<file path="src/rtl/alu_op_scheduler_pkg.sv">
// alu_sched_pkg: op codes, datapath select encodings and pipeline stage type for the ALU scheduler
package alu_sched_pkg;
    typedef enum logic [1:0] {
        OP_MUL = 2'b00,
        OP_ADD = 2'b01,
        OP_DIV = 2'b10,
        OP_SUB = 2'b11
    } op_t;
    localparam logic [3:0] SEL_MUL = 4'b1000;
    localparam logic [3:0] SEL_ADD = 4'b0100;
    localparam logic [3:0] SEL_DIV = 4'b0010;
    localparam logic [3:0] SEL_SUB = 4'b0001;
    localparam int ID_MAX_W = 8;
    typedef struct packed {
        logic                v;
        logic [ID_MAX_W-1:0] id;
        op_t                 op;
        logic                dz;
    } stage_t;
    function automatic logic [3:0] sel_of(op_t op);
        return op == OP_MUL ? SEL_MUL : op == OP_ADD ? SEL_ADD : op == OP_DIV ? SEL_DIV : SEL_SUB;
    endfunction
endpackage

</file>
<file path="src/rtl/alu_op_scheduler_if.sv">
// alu_op_scheduler_if: requester-side request/grant/response bundle of the ALU scheduler
interface alu_op_scheduler_if #(
    parameter int N_REQ = 4
);
    localparam int ID_W = $clog2(N_REQ);
    logic [N_REQ-1:0]   req;
    logic [2*N_REQ-1:0] req_op;
    logic [4*N_REQ-1:0] req_a;
    logic [4*N_REQ-1:0] req_b;
    logic [N_REQ-1:0]   gnt;
    logic               rsp_valid;
    logic [ID_W-1:0]    rsp_id;
    logic [7:0]         rsp_data;
    logic               rsp_err;
    modport master (
        output req, req_op, req_a, req_b,
        input  gnt, rsp_valid, rsp_id, rsp_data, rsp_err
    );
    modport slave (
        input  req, req_op, req_a, req_b,
        output gnt, rsp_valid, rsp_id, rsp_data, rsp_err
    );
endinterface

</file>
<file path="src/rtl/alu_op_scheduler_rr_arbiter.sv">
// rr_arbiter: combinational round-robin arbiter, highest priority at index ptr
module rr_arbiter #(
    parameter int N_REQ = 4
) (
    input  logic [N_REQ-1:0]         req,
    input  logic [$clog2(N_REQ)-1:0] ptr,
    output logic [N_REQ-1:0]         gnt,
    output logic [$clog2(N_REQ)-1:0] gnt_idx,
    output logic                     any
);
    localparam int ID_W = $clog2(N_REQ);
    logic [ID_W-1:0] j;
    // scan from lowest priority to highest so the last hit is the winner
    always_comb begin
        gnt = '0;
        gnt_idx = '0;
        any = 1'b0;
        j = '0;
        for (int k = N_REQ - 1; k >= 0; k--) begin
            j = ID_W'((int'(ptr) + k) % N_REQ);
            if (req[j]) begin
                gnt = '0;
                gnt[j] = 1'b1;
                gnt_idx = j;
                any = 1'b1;
            end
        end
    end
endmodule

</file>
<file path="src/rtl/alu_op_scheduler.sv">
// alu_op_scheduler: round-robin front end sharing one 2-cycle ALU datapath among requesters
module alu_op_scheduler
    import alu_sched_pkg::*;
#(
    parameter int N_REQ = 4,
    parameter int CNT_W = 16
) (
    input  logic              clk,
    input  logic              rst,
    alu_op_scheduler_if.slave bus,
    output logic [3:0]        dp_a,
    output logic [3:0]        dp_b,
    output logic [3:0]        dp_sel,
    input  logic [7:0]        dp_out,
    output logic              busy,
    output logic [CNT_W-1:0]  done_cnt
);
    localparam int ID_W = $clog2(N_REQ);
    logic [ID_W-1:0]  ptr;
    logic [ID_W-1:0]  gnt_idx;
    logic [N_REQ-1:0] arb_gnt;
    logic             any;
    logic [3:0]       a_arr [N_REQ];
    logic [3:0]       b_arr [N_REQ];
    op_t              op_arr [N_REQ];
    logic [3:0]       g_a;
    logic [3:0]       g_b;
    op_t              g_op;
    stage_t           s1;
    stage_t           s2;
    stage_t           s3;
    logic             unused_bits;
    for (genvar i = 0; i < N_REQ; i++) begin : g_unpack
        assign a_arr[i] = bus.req_a[4*i +: 4];
        assign b_arr[i] = bus.req_b[4*i +: 4];
        assign op_arr[i] = op_t'(bus.req_op[2*i +: 2]);
    end
    rr_arbiter #(.N_REQ(N_REQ)) u_arb (
        .req(bus.req),
        .ptr(ptr),
        .gnt(arb_gnt),
        .gnt_idx(gnt_idx),
        .any(any)
    );
    assign g_a = a_arr[gnt_idx];
    assign g_b = b_arr[gnt_idx];
    assign g_op = op_arr[gnt_idx];
    assign bus.gnt = rst ? arb_gnt : '0;
    assign busy = s1.v | s2.v | s3.v;
    assign unused_bits = ^{s3.op, s3.id};
    // accept the granted payload; operands only move on a grant so the datapath stays quiet when idle
    always_ff @(posedge clk or negedge rst) begin
        if (!rst) begin
            ptr <= '0;
            dp_a <= '0;
            dp_b <= '0;
            s1 <= '0;
        end else begin
            if (any) begin
                ptr <= (gnt_idx == ID_W'(N_REQ - 1)) ? '0 : gnt_idx + 1'b1;
                dp_a <= g_a;
                dp_b <= g_b;
            end
            s1 <= '{v: any, id: ID_MAX_W'(gnt_idx), op: g_op, dz: any && g_op == OP_DIV && g_b == 4'd0};
        end
    end
    // select trails the operands by one cycle to match the datapath's internal operand register
    always_ff @(posedge clk or negedge rst) begin
        if (!rst) begin
            dp_sel <= '0;
            s2 <= '0;
            s3 <= '0;
        end else begin
            dp_sel <= s1.v ? sel_of(s1.op) : 4'b0000;
            s2 <= s1;
            s3 <= s2;
        end
    end
    // capture the datapath result for the op leaving S3 and count completions
    always_ff @(posedge clk or negedge rst) begin
        if (!rst) begin
            bus.rsp_valid <= 1'b0;
            bus.rsp_id <= '0;
            bus.rsp_data <= '0;
            bus.rsp_err <= 1'b0;
            done_cnt <= '0;
        end else begin
            bus.rsp_valid <= s3.v;
            if (s3.v) begin
                bus.rsp_id <= s3.id[ID_W-1:0];
                bus.rsp_err <= s3.dz;
                bus.rsp_data <= s3.dz ? 8'h00 : dp_out;
            end
            done_cnt <= (s3.v && !(&done_cnt)) ? done_cnt + 1'b1 : done_cnt;
        end
    end
endmodule

</file>
<file path="src/flat_wrapper.sv">
// flat-port wrapper written by rule: the top's interface ports become plain ports
module alu_op_scheduler_flat import alu_sched_pkg::*;
#(
    parameter int N_REQ = 4,
    parameter int CNT_W = 16
)
  (clk, rst, dp_a, dp_b, dp_sel, dp_out, busy, done_cnt, bus_req, bus_req_op, bus_req_a, bus_req_b, bus_gnt, bus_rsp_valid, bus_rsp_id, bus_rsp_data, bus_rsp_err);
  alu_op_scheduler_if #(.N_REQ(N_REQ)) bus_i ();
  input  logic clk;
  input  logic rst;
  output logic [3:0] dp_a;
  output logic [3:0] dp_b;
  output logic [3:0] dp_sel;
  input  logic [7:0] dp_out;
  output logic busy;
  output logic [CNT_W-1:0] done_cnt;
  input wire logic [$bits(bus_i.req)-1:0] bus_req;
  input wire logic [$bits(bus_i.req_op)-1:0] bus_req_op;
  input wire logic [$bits(bus_i.req_a)-1:0] bus_req_a;
  input wire logic [$bits(bus_i.req_b)-1:0] bus_req_b;
  output wire logic [$bits(bus_i.gnt)-1:0] bus_gnt;
  output wire logic [$bits(bus_i.rsp_valid)-1:0] bus_rsp_valid;
  output wire logic [$bits(bus_i.rsp_id)-1:0] bus_rsp_id;
  output wire logic [$bits(bus_i.rsp_data)-1:0] bus_rsp_data;
  output wire logic [$bits(bus_i.rsp_err)-1:0] bus_rsp_err;
  assign bus_i.req = bus_req;
  assign bus_i.req_op = bus_req_op;
  assign bus_i.req_a = bus_req_a;
  assign bus_i.req_b = bus_req_b;
  assign bus_gnt = bus_i.gnt;
  assign bus_rsp_valid = bus_i.rsp_valid;
  assign bus_rsp_id = bus_i.rsp_id;
  assign bus_rsp_data = bus_i.rsp_data;
  assign bus_rsp_err = bus_i.rsp_err;
  alu_op_scheduler #(.N_REQ(N_REQ), .CNT_W(CNT_W)) u_core (.clk(clk), .rst(rst), .bus(bus_i), .dp_a(dp_a), .dp_b(dp_b), .dp_sel(dp_sel), .dp_out(dp_out), .busy(busy), .done_cnt(done_cnt));
endmodule
</file>
<file path="config.mk">
export PLATFORM = sky130hd
export DESIGN_NAME = alu_op_scheduler_flat
export DESIGN_NICKNAME = d
export VERILOG_FILES = /design/src/rtl/alu_op_scheduler_pkg.sv /design/src/rtl/alu_op_scheduler_if.sv /design/src/rtl/alu_op_scheduler_rr_arbiter.sv /design/src/rtl/alu_op_scheduler.sv /design/src/flat_wrapper.sv
export SDC_FILE = /design/constraint.sdc
export NUM_CORES = 1
export LEC_CHECK = 0
export CAP_MARGIN = 20
export CORE_MARGIN = 8
export CORE_UTILIZATION = 35
export DETAILED_ROUTE_END_ITERATION = 7
export GPL_ROUTABILITY_DRIVEN = 0
export GPL_TIMING_DRIVEN = 0
export HOLD_SLACK_MARGIN = 0.12
export SYNTH_ARGS = -nofsm -noshare
export SYNTH_HDL_FRONTEND = slang
export SYNTH_HIERARCHICAL = 1
export SYNTH_SLANG_ARGS = --single-unit
</file>
<file path="constraint.sdc">
create_clock -name clk -period 9.2 [get_ports clk]
set_input_delay 1.38 -clock clk [delete_from_list [all_inputs] [get_ports clk]]
set_output_delay 1.38 -clock clk [all_outputs]
set_load 0.005 [all_outputs]
</file>
Word level (Yosys, flattened, before mapping) --
Index checks and enable logic that the tools add are counted. W data, S select, Z words.
Word-level totals: bits in registers 56, bits in latches 0, bits in writable memories 0, bits in read-only memories 0, input bits 54, output and inout port bits 45, word-level logic and storage cells 95, memories kept 0
Cells by class: add/subtract/negate cells 5, multiply operators 0, divide/modulo/power cells 0, order comparisons 9, eq/ne operators 4, shift operators 0, mux-type cells 44, bitwise operators 3, reductions and logical operators 11
Operators by type and width (number):
- $mux W4 | 12
- $add A16 B1 Y16 const B | 1
- $bmux W4 S2 | 2
- $mux W2 | 8
- $reduce_and A16 Y1 | 1
- $lt A2 B3 Y1 const B | 4
- $mux W1 | 12
- $bmux W1 S2 | 4
- $demux W1 S2 | 4
- $ge A2 B1 Y1 const B | 4
- $mux W8 | 1
- $logic_and A1 B1 Y1 | 7
- $eq A2 B2 Y1 const B | 3
- $add A2 B1 Y2 const B | 2
- $add A2 B2 Y2 const B | 2
- $bmux W2 S2 | 1
- $logic_not A4 Y1 | 1
- $ge A3 B3 Y1 const B | 1
- $not A2 Y3 | 1
- $eq A2 B1 Y1 const B | 1
- $logic_not A2 Y1 | 1
- $or A1 B1 Y1 | 2
- $logic_not A1 Y1 | 1

Depth between registers and ports, before layout --
Gate-level depths: netlist of run 1.
word-level depth 14, gate-level depth with buffers 12, gate-level depth less buffers 9

By module --
Netlist of run 1, hierarchy kept.
Modules (own cells, without submodules):
- alu_op_scheduler | times used 1, cells an instance 175, area each 2427.3 µm²
- rr_arbiter | times used 1, cells an instance 61, area each 509.2 µm²

Worst setup path after synthesis of run 1 --
No wires, ideal clock.
kind input to register, start in bus_req[1], end reg u_core/s1[0] (netlist name), data arrival time 3.920 ns, data required time 9.106 ns, setup slack 5.186 ns, stages 8, path buffers 2, cell sequence buf_6 > mux4_2 > o211a_1 > nor3_1 > buf_6 > mux4_2 > or4b_4 > nor4b_4
Between the ends: cells in the longest elaborated chain, start to end 13, elaborated cells between the ends (all ways) 27
RTL lines:
- start: declaration | RTL line flat_wrapper.sv:17 | input wire logic [$bits(bus_i.req)-1:0] bus_req;
- $bmux W1 S2 | RTL line alu_op_scheduler_rr_arbiter.sv:21 | if (req[j]) begin
- $mux W1 (implied by the code) | RTL line alu_op_scheduler_rr_arbiter.sv:21
- $mux W2 (3 in series) | RTL line alu_op_scheduler_rr_arbiter.sv:21
- $mux W2 (*) | RTL line alu_op_scheduler_rr_arbiter.sv:21
- named net u_core.gnt_idx[0] | RTL line alu_op_scheduler.sv:20 | logic [ID_W-1:0] gnt_idx;
- $not A2 Y3 (implied by the code) (*) | RTL line alu_op_scheduler.sv:46, alu_op_scheduler.sv:47
- $bmux W2 S2 | RTL line alu_op_scheduler.sv:47 | assign g_op = op_arr[gnt_idx];
- $mux W2 (implied by the code) (2 in series) | RTL line alu_op_scheduler.sv:47
- $eq A2 B2 Y1 | RTL line alu_op_scheduler.sv:64 | s1 <= '{v: any, id: ID_MAX_W'(gnt_idx), op: g_op, dz: any && g_op == OP_DIV && g_b == 4'd0};
- $logic_and A1 B1 Y1 | RTL line alu_op_scheduler.sv:64
- $logic_and A1 B1 Y1 (*) | RTL line alu_op_scheduler.sv:64
- end signal: assignment | RTL line alu_op_scheduler.sv:64
- end: declaration | RTL line alu_op_scheduler.sv:29 | stage_t s1;
Mark *: on every way through the listed nets, which the timed path passes. The rest lies on a longest branch. The select of a mux whose other input is x is not followed. A chain may end at the register's enable or synchronous reset.

Final worst setup path of run 1 --
start in bus_req[3], end out bus_gnt[0]
Between the ends: cells in the longest elaborated chain, start to end 7, elaborated cells between the ends (all ways) 13
RTL lines:
- $bmux W1 S2 | RTL line alu_op_scheduler_rr_arbiter.sv:21
- $mux W1 (implied by the code) | RTL line alu_op_scheduler_rr_arbiter.sv:21
- $mux W4 (3 in series) | RTL line alu_op_scheduler_rr_arbiter.sv:21
- $mux W4 (*) | RTL line alu_op_scheduler_rr_arbiter.sv:21
- named net u_core.arb_gnt[0] | RTL line alu_op_scheduler.sv:21 | logic [N_REQ-1:0] arb_gnt;
- $mux W4 (*) | RTL line alu_op_scheduler.sv:48 | assign bus.gnt = rst ? arb_gnt : '0;
- end: declaration | RTL line flat_wrapper.sv:21 | output wire logic [$bits(bus_i.gnt)-1:0] bus_gnt;
Marks and branches as above.

==> impl_results.md, run 1 <==
* Status: finished, final reports clean
* Critical path launch point type: primary input
* Worst-Margin Slew at approximately 0.86 ns
* CTS root buf: clkbuf_8
* Post-synth EDFFs at 0
* Most common cell in the netlist: dfrtp_1
* DP Wirelength at ~5300 µm
* Vias post-DR at between 2000 and 2500
* Cell repeated most along the worst path: clkdlybuf4s50_1
* Multi-input combinational cell area at 1430 µm²
* Layout cells sized above 1 at 0.124
* FP Rows at 33
* PnR worst setup slack at ~4.2 ns
* Die height at about 110 µm
* Finish-stage setup viols at 0
* Most used DFF post-synth: dfrtp_1
* Critical-path cell list: clkdlybuf4s50_1 > mux4_2 > nor2b_4 > a22oi_1 > a31oi_1 > and2_1 > clkdlybuf4s50_1
* Total track usage at 0.118
* TritonCTS Sinks at 56
* Syn avg cell area at ~12 µm²
* Die W at 108 µm
* Register Area at around 1400 µm²
* Die Area at 11600 µm²
* Worst VDD drop at roughly 0.00012 V
* TNS Setup at 0 ns
* WL final at 6670 µm
* Crit share post-route at 0.541
* Postcts setup bufs at 0
* Worst EP required at 7.82 ns
* Power Dens Cells at approximately 260 nW/µm²
* Asr flop ratio synth at 1.00
* Clk pin slew, worst setup/hold paths at roughly 0.090 ns
* Worst-case clock buffer depth at 2
* Post_cts resized at 0
* Mapped Cells at approximately 240
* Crit-path max FO at 8
* Library cells used by synthesis at 48
* Final Critical Period at about 5.0 ns
* Pleak at between 0.0015 and 0.002 µW
* Final net count at 404
* Synth-to-layout area growth at 41.2%
* Vias per inst at about 5.0
* CP peak stage delay at 0.59 ns
* ANT nets after route at 0
* RSZ-0062 raised after global routing: no
* Top cell type's share of synthesized area at 0.477
* Final instance area at between 4000 and 5000 µm²
* CTS tree: built
* Initial antenna violation count at 0
* Detailed Routing Iterations Pass 1 at 5
* Dpl cell area at 4050 µm²
* Slowest-stage cell, CP: mux4_2
* Clock latency at the later pin of the worst-skew pair at about 0.29 ns
* Synth Warn # at 6
* Largest net degree at the start of global routing at 40
* Skew final at 0.00379 ns
* Final Hold Fails at 0
* Port Buffers at between 90 and 100
* WP data arrival at between 3 and 4 ns
* # hold bufs at CTS at 0
* Gr ovfl total at 0
* Ant. Diodes at 0
* DP Worst Slack at about 4.2 ns
* Mapped Nets at 300
* First-pass GRT wire length at 11300 µm
* Synth cell count leaders: dfrtp_1 (56), mux2_2 (15), nor2_1 (14)
* Synthesized cell area at about 2900 µm²
* HP Class: flip-flop to flip-flop
* IO Pins at 99
* Slew margin rel. at 0.428
* CP endpoint kind: primary output
* Vias in the first global route at 2376
* CP Class: primary input to primary output
* Core Footprint at 8180 µm²
* Depth of the CTS H-tree at 2
* DRC viols at 0
* FILL cells at 745
* Max-slew violation count at 0
* Initial Utilization at 0.359
* Post-DR wirelength/cell at ~15 µm
* Max Cap Violations at 0
* Detailed Route Iter0 Violations at 53
* Register area share after synthesis at 0.477
* Max Fclk at between 200 and 250 MHz
* Synthesized flop and latch total at 56
* Top cells by area, synth: dfrtp_1 (48%), mux4_1 (7.2%), mux2_2 (5.8%)
* Largest area contributor in the netlist: dfrtp_1
* CTS Buf Count at 5
metrics by stage:
step / total power [µW] / util / std cells / hold WS [ns]
after floorplan: 714 / - / 236 / 0.331
after CTS: 1090 / 0.507 / 445 / 0.358
after global routing: 1160 / 0.507 / 445 / 0.362
after detailed placement: 945 / 0.496 / 438 / 0.336
final: 1070 / 0.507 / 445 / 0.354
after global placement: 933 / 0.493 / 437 / 0.332
registers in the layout (all words and copies together), names as in the netlist:
| signal | count |
|---|---|
| u_core/done_cnt | 16 |
| u_core/bus.rsp_err | 1 |
| u_core/s3 | 4 |
| u_core/ptr | 2 |
| u_core/bus.rsp_data | 8 |
| u_core/dp_sel | 4 |
| u_core/s2 | 4 |
| u_core/bus.rsp_valid | 1 |
| u_core/dp_a | 4 |
| u_core/dp_b | 4 |
| u_core/s1 | 6 |
| u_core/bus.rsp_id | 2 |
where the power goes:
group / internal [µW] / switching [µW]
sequential: 325 / 64.0
combinational: 324 / 217
clock: 67.2 / 72.9
layout make-up:
| class | count | share of cell area |
|---|---|---|
| Buffer | 10 | 0.0175 |
| Sequential cell | 56 | 0.338 |
| Inverter | 10 | 0.00905 |
| Clock buffer | 7 | 0.0232 |
| Timing Repair Buffer | 97 | 0.237 |
| Multi-Input combinational cell | 160 | 0.344 |
| Tap cell | 105 | 0.0317 |
logic make-up after synthesis:
kind of cell | count (synthesis) | synth area share
flip-flops | 56 | 0.477
AND/OR/NAND/NOR | 79 | 0.170
multiplexers | 30 | 0.177
XOR/XNOR | 12 | 0.0358
AO/OA/AOI/OAI | 29 | 0.0597
buffers and inverters | 20 | 0.0375
adder cells (fa/ha/maj) | 10 | 0.0426
final timing paths:
| path | startpoint | to | slack, ns | depth (start not counted) |
|---|---|---|---|---|
| max | bus_req[3] | bus_gnt[0] | 4.22 | 7 |
| min | u_core/s2[3] | u_core/s3[3] | 0.35 | 0 |
| max reg2reg | u_core/ptr[1] | u_core/s1[0] | 5.23 | 11 |
| min reg2reg | u_core/s2[3] | u_core/s3[3] | 0.35 | 0 |
| max in group asynchronous | rst | u_core/dp_b[1] | 7.42 | 2 |
| min in group asynchronous | rst | u_core/done_cnt[10] | 1.18 | 1 |
placed cells by master, fill, tap and decap left out, drive strengths merged, types with 2 or more instances in the layout:
cell / instances
mux4: 12
and4: 2
buf: 8
a21oi: 6
nor3b: 2
a22oi: 4
o21ai: 11
dfrtp: 56
mux2i: 2
mux2: 16
nor4b: 3
and3: 4
xnor2: 7
nor4: 2
clkbuf: 11
xor2: 5
nand4: 11
nand3b: 9
ha: 10
nand2: 9
nand3: 4
and2: 5
a31oi: 4
nor2b: 2
clkdlybuf4s50: 95
inv: 10
nor2: 14
nor3: 2
metal layers:
layer,vias to the layer above,track usage,share of wire
met1,1080,0.147,0.43
met3,2,0.0509,0.10
met5,-,0,0
li1,1079,-,-
met2,80,0.186,0.46
met4,0,0.0268,0.0067
critical path: cells and delay by family:
kind / cells / cell delay [ns]
buffers and inverters: 2 / 1.03
multiplexers: 1 / 0.59
AND/OR/NAND/NOR: 2 / 0.33
AO/OA/AOI/OAI: 2 / 0.28
No activity file was read; power rests on OpenSTA's default activity.
==> run 2, diff against run 1 <==
PLACE_DENSITY = 0.67   (was default)
clock period = 4.14 ns   (was 9.2 ns; I/O delays follow)
==> run 2 against run 1 <==
  * Via count decreased by 0.49%
  * Highest routed layer unchanged
  * Combinational power is 120% higher
  * Count of clock-buffer cells in the layout fell by 2
  * Core utilization increased by 0.092 points
  * Global-route usage shrank 0.25 points
  * Routed wire length is 0.16% higher
  * Largest power group unchanged
  * Critical path depth increased by 4
  * Critical path type is now flip-flop to flip-flop
  * Clock power rose to 2.5 times the previous value
  * Critical endpoint is now u_core/s1[0]
  * Total power up 130%
  * Sequential share of layout area fell by 0.061 points
==> impl_results.md, run 2 (synthesis results as in run 1) <==
* Status: finished, final reports clean
* HP Class: primary input to async pin
* # hold bufs at CTS at 0 (unchanged)
* Finish-stage setup viols at 0 (unchanged)
* DP Worst Slack at 0.138 ns (-4.08 ns)
* Max Fclk at 257 MHz
* Largest net degree at the start of global routing at 43 (+7.5%)
* Power Dens Cells at 583 nW/µm² (+130%)
* Gr ovfl total at 0 (unchanged)
* WHS at 0.238 ns (-0.116 ns)
* Initial antenna violation count at 0 (unchanged)
* Critical path launch point type: flip-flop
* Worst path depth at 11 (+4)
* Final Core Density at 0.508 (+0.000918)
* WP data arrival at 4.11 ns (+0.51 ns)
* Clk pin slew, worst setup/hold paths at 0.11 ns (+0.02 ns)
* Placed cells at 438 (unchanged)
* Depth of the CTS H-tree at 2 (unchanged)
* IO Pins at 99 (unchanged)
* First-pass GRT wire length at 11000 µm (-2.8%)
* Pleak at 0.00175 µW (about the same)
* Layout cells sized above 1 at 0.126 (+0.00257)
* DP Wirelength at 5230 µm (-0.53%)
* RR Endpoint: u_core/s1[0]
* Crit-path max FO at 11 (+3)
* Port Buffers at 96 (unchanged)
* CP top delay family: simple AND/OR/NAND/NOR gates
* CTS Buf Count at 5 (unchanged)
* R2r startpoint: u_core/ptr[1]
* ANT nets after route at 0 (unchanged)
* Ant. Diodes at 0 (unchanged)
* Commonest non-fill, non-tap cell in the layout: clkdlybuf4s50_1
* Largest Register: u_core/done_cnt
* Die Area at 11600 µm² (unchanged)
* Worst EP required at 4.36 ns (-3.46 ns)
* CP peak stage delay at 0.63 ns (+0.04 ns)
* Final net count at 404 (unchanged)
* Total track usage at 0.116 (-0.00246)
* Critical-path cell list: inv_1 > ha_1 > buf_2 > nor4bb_1 > o21ai_0 > o221ai_1 > nor3_1 > buf_6 > mux4_2 > or4b_4 > nor4b_4
* RSZ-0062 raised after global routing: no
* Final Hold Fails at 0 (unchanged)
* Detailed Routing Iterations Pass 1 at 4 (-1)
* Max-slew violation count at 0 (unchanged)
* CP endpoint kind: flip-flop
* Core Footprint at 8180 µm² (unchanged)
* R2R cell count at 11 (unchanged)
* Most frequent cells in the layout: clkdlybuf4s50_1 (95), dfrtp_1 (56), mux2_2 (15), nor2_1 (14)
* Synth-to-layout area growth at 41.5%
* Initial Utilization at 0.359 (unchanged)
* Max Cap Violations at 0 (unchanged)
* DRC viols at 0 (unchanged)
* Crit share post-route at 0.940
* CTS root buf: clkbuf_8
* Biggest regs: u_core/done_cnt x16, u_core/bus.rsp_data x8, u_core/s1 x6
* Detailed Route Iter0 Violations at 86 (+62%)
* Post_cts resized at 0 (unchanged)
* Worst-Margin Slew at 0.616 ns (-0.242 ns)
* Skew final at 0.0145 ns (+0.0107 ns)
* Die W at 108 µm (unchanged)
* Final Critical Period at between 3 and 4 ns
* Vias in the first global route at 2382 (+0.25%)
* WL final at 6680 µm (+0.16%)
* Max FFs per register at 16 (unchanged)
* Final Non-Filler Cells at 446 (+0.22%)
* CTS tree: built
* FP Rows at 33 (unchanged)
* Post-DR wirelength/cell at 15.0 µm (about the same)
* Clock latency at the later pin of the worst-skew pair at 0.31 ns (+0.02 ns)
* Die height at 108 µm (unchanged)
* CP bufs+invs at 3 (+1)
* Vias per inst at 5.00 (-0.71%)
* Vias post-DR at 2230 (-0.49%)
* Postcts setup bufs at 0 (unchanged)
* CP Class: flip-flop to flip-flop
* R2r setup slk at 0.25 ns (-4.98 ns)
* Slowest-stage cell, CP: dfrtp_1
* Worst-case clock buffer depth at 2 (unchanged)
* Slew margin rel. at 0.586 (+0.158)
* PnR worst setup slack at 0.248 ns (-3.97 ns)
* Worst VDD drop at 0.000284 V (+130%)
* TritonCTS Sinks at 56 (unchanged)
==> run 2: worst max path at each step <==
stage	to	slack, ns	start
finish	u_core/s1[0]	0.25	u_core/ptr[1]
global route	u_core/s1[0]	0.008	u_core/ptr[1]
CTS	u_core/s1[0]	0.22	u_core/ptr[1]
detailed placement	u_core/s1[0]	0.14	bus_req[3]
global placement	bus_gnt[0]	-0.31	rst
floorplan	u_core/s1[0]	0.66	u_core/ptr[0]
==> run 2: per-layer routing <==
layer / routed length, µm / GRT usage / share of wire
met2: 2990 / 0.179 / 0.45
met4: 59 / 0.0297 / 0.0088
met1: 2900 / 0.142 / 0.43
met3: 739 / 0.0551 / 0.11
met5: 0 / 0 / 0
==> run 2: area by class of cell <==
class	count	area (µm²)
Timing Repair Buffer	97	976
Buffer	10	72.6
Inverter	10	37.5
Multi-Input combinational cell	160	1430
Sequential cell	56	1400
Tap cell	105	131
Clock buffer	5	68.8
Fill cell	746	4020
Clock inverter	3	42.5
==> run 2: power breakdown <==
group          leakage, µW  internal, µW  switching [µW]
registers         0.000682           722             141
clock network    0.0000541           179             173
logic              0.00102           721             485
total              0.00175          1620             800
==> run 2: through the flow <==
stage | total power, µW | area, µm² | setup TNS (ns)
after global routing | 2600 | 4160 | 0
after CTS | 2460 | 4160 | 0
after floorplan | 1590 | 2940 | 0
after global placement | 2060 | 4030 | -1.24
after detailed placement | 2100 | 4040 | 0
final | 2420 | 4160 | 0
==> run 3, diff against run 2 <==
SETUP_SLACK_MARGIN = 0.3   (was default)
==> run 3 against run 2 <==
  * Sequential power fell by 2%
  * Largest cell class unchanged
  * Die area did not move
  * Highest routed layer unchanged
  * Via count rose by 1.8%
  * Clock power barely moved
  * Count of clock-buffer cells in the layout did not move
  * Clock skew barely moved
==> impl_results.md, run 3 (synthesis results as in run 1) <==
* Status: finished, final reports clean
* Die height at 108 µm (unchanged)
* Biggest regs: u_core/done_cnt x16, u_core/bus.rsp_data x8, u_core/s1 x6
* Ant. Diodes at 0 (unchanged)
* Finish-stage setup viols at 0 (unchanged)
* Layout cells sized above 1 at 0.155 (+0.0291)
* Critical-path cell list: buf_6 > clkinvlp_4 > ha_1 > buf_2 > or3b_2 > nand3_1 > nand4_1 > a31oi_1 > and2_1 > clkdlybuf4s50_1
* Multi-input combinational cell area at 1430 µm² (+0.35%)
* WP data arrival at 3.10 ns (-1.01 ns)
* Worst EP required at 3.52 ns (-0.84 ns)
* Most frequent cells in the layout: clkdlybuf4s50_1 (95), dfrtp_1 (54), mux2_2 (15), nor2_1 (14)
* RSZ-0062 raised after global routing: no
* Sequential power share at 0.341 (-0.015)
* Worst VDD drop at 0.000282 V (-0.52%)
* HP Class: primary input to async pin
* Final net count at 411 (+1.7%)
* Clock latency at the later pin of the worst-skew pair at 0.31 ns (about the same)
* Critical path launch point type: flip-flop
* WL final at 6800 µm (+1.7%)
* Power Dens Cells at 590 nW/µm² (+1.2%)
* Detailed Routing Iterations Pass 1 at 4 (unchanged)
* DRC viols at 0 (unchanged)
* # hold bufs at CTS at 0 (unchanged)
* Dpl cell area at 4040 µm² (unchanged)
* Crit share post-route at 0.899 (-0.0409)
* Depth of the CTS H-tree at 2 (unchanged)
* Vias post-DR at 2271 (+1.8%)
* CP top delay family: buffers and inverters
* Max Fclk at 269 MHz (+4.6%)
* DP Worst Slack at 0.138 ns (unchanged)
* CP Class: flip-flop to primary output
* Final instance area at 4220 µm² (+1.5%)
* Detailed Route Iter0 Violations at 66 (-23%)
* Sw Share at 0.329 (-0.00140)
* CP endpoint kind: primary output
* Gr ovfl total at 0 (unchanged)
* CP peak stage delay at 0.50 ns (-0.13 ns)
* P_sw at 818 µW (+2.3%)
* ANT nets after route at 0 (unchanged)
* Worst-Margin Slew at 0.591 ns (-0.0245 ns)
* Post-DR wirelength/cell at 15.0 µm (+0.12%)
* Worst-case clock buffer depth at 2 (unchanged)
* FP Rows at 33 (unchanged)
* Slew margin rel. at 0.602 (+0.0158)
* Slowest-stage cell, CP: clkdlybuf4s50_1
* First-pass GRT wire length at 11100 µm (+0.69%)
* Commonest non-fill, non-tap cell in the layout: clkdlybuf4s50_1
* Final Critical Period at 3.72 ns (-0.169 ns)
* Clk pin slew, worst setup/hold paths at 0.11 ns (about the same)
* Largest net degree at the start of global routing at 43 (unchanged)
* DP Wirelength at 5230 µm (unchanged)
* Skew final at 0.0145 ns (-0.00000430 ns)
* Initial Utilization at 0.359 (unchanged)
* Final Hold Fails at 0 (unchanged)
* Pleak at 0.00178 µW (+1.7%)
* Die Area at 11600 µm² (unchanged)
* Vias per inst at 5.01 (+0.26%)
* CP bufs+invs at 4 (+1)
* Final Core Density at 0.516 (+0.00781)
* FILL cells at 742 (-0.54%)
* Synth-to-layout area growth at 43.7%
* CTS tree: built
* CTS Buf Count at 5 (unchanged)
* Max FFs per register at 16 (unchanged)
* PnR worst setup slack at 0.417 ns (+0.169 ns)
* Total track usage at 0.117 (+0.000759)
* Die W at 108 µm (unchanged)
* Crit-path max FO at 10 (-1)
* Max Cap Violations at 0 (unchanged)
* Largest Register: u_core/done_cnt
* Core Footprint at 8180 µm² (unchanged)
* TritonCTS Sinks at 56 (unchanged)
* Clock network power share at 0.141 (-0.005)
* TNS Setup at 0 ns (unchanged)
* Combinational fraction of design power at 0.518 (+0.020)
* Internal Power at 1670 µW (+2.9%)
* Max-slew violation count at 0 (unchanged)
* R2r setup slk at 0.58 ns (+0.33 ns)
* Initial antenna violation count at 0 (unchanged)
* IO Pins at 99 (unchanged)
* Register Area at 1400 µm² (+0.18%)
* CTS root buf: clkbuf_8
* Port Buffers at 96 (unchanged)
* Vias in the first global route at 2394 (+0.50%)
==> run 3: worst register-to-register path: stages, from the launching register on <==
cell        delay (ns)
dfrtp_2           0.42
buf_6             0.16
clkinvlp_4        0.13
ha_1              0.33
buf_2             0.18
nor2b_1           0.16
o211a_1           0.24
nor3_2            0.37
buf_6             0.23
mux4_2            0.52
or4b_4            0.54
nor4b_4           0.21
==> run 3: path summary, 6_finish.rpt <==
kind                                    start            endpoint  depth (start not counted)
worst max-delay path            u_core/ptr[0]          bus_gnt[0]                         10
worst min-delay path                      rst  u_core/done_cnt[0]                          1
worst max register to register  u_core/ptr[0]        u_core/s1[0]                         11
worst min register to register   u_core/s1[4]        u_core/s2[4]                          0
max in group asynchronous                 rst       u_core/ptr[1]                          2
min in group clk                 u_core/s1[4]        u_core/s2[4]                          0
==> run 3: cell type report <==
cell class,count,area share
Buffer,10,0.0172
Clock buffer,5,0.0163
Clock inverter,3,0.0101
Inverter,10,0.00979
Multi-Input combinational cell,160,0.339
Sequential cell,56,0.333
Tap cell,105,0.0311
Timing Repair Buffer,104,0.244
==> run 3: repair_timing <==
item,4_1_cts,5_1_grt
setup endpoints to repair,3,4
gates resized for setup,3,1
cloned,0,0
hold endpoints to repair,0,0
buffers inserted,0,7
==> run 3: layer usage <==
layer,wire length [µm],up-vias,GRT usage
met3,751,7,0.0551
met1,2900,1069,0.143
met4,59,0,0.0268
li1,-,1098,-
met2,3080,97,0.182
met5,0,-,0
==> run 3: power groups by stage <==
stage	clock network (µW)	logic, µW	registers (µW)
3_5_place_dp	0	1220	879
2_1_floorplan	0	728	860
6_report	351	1290	849
4_1_cts	367	1230	870
3_3_place_gp	0	1190	870
5_1_grt	388	1410	875
==> run 3: through the flow <==
step | cells | hold WS [ns] | power, µW
global route | 453 | 0.265 | 2670
finish | 453 | 0.238 | 2490
CTS | 446 | 0.243 | 2460
detailed placement | 438 | 0.335 | 2100
floorplan | 236 | 0.325 | 1590
global placement | 437 | 0.332 | 2060
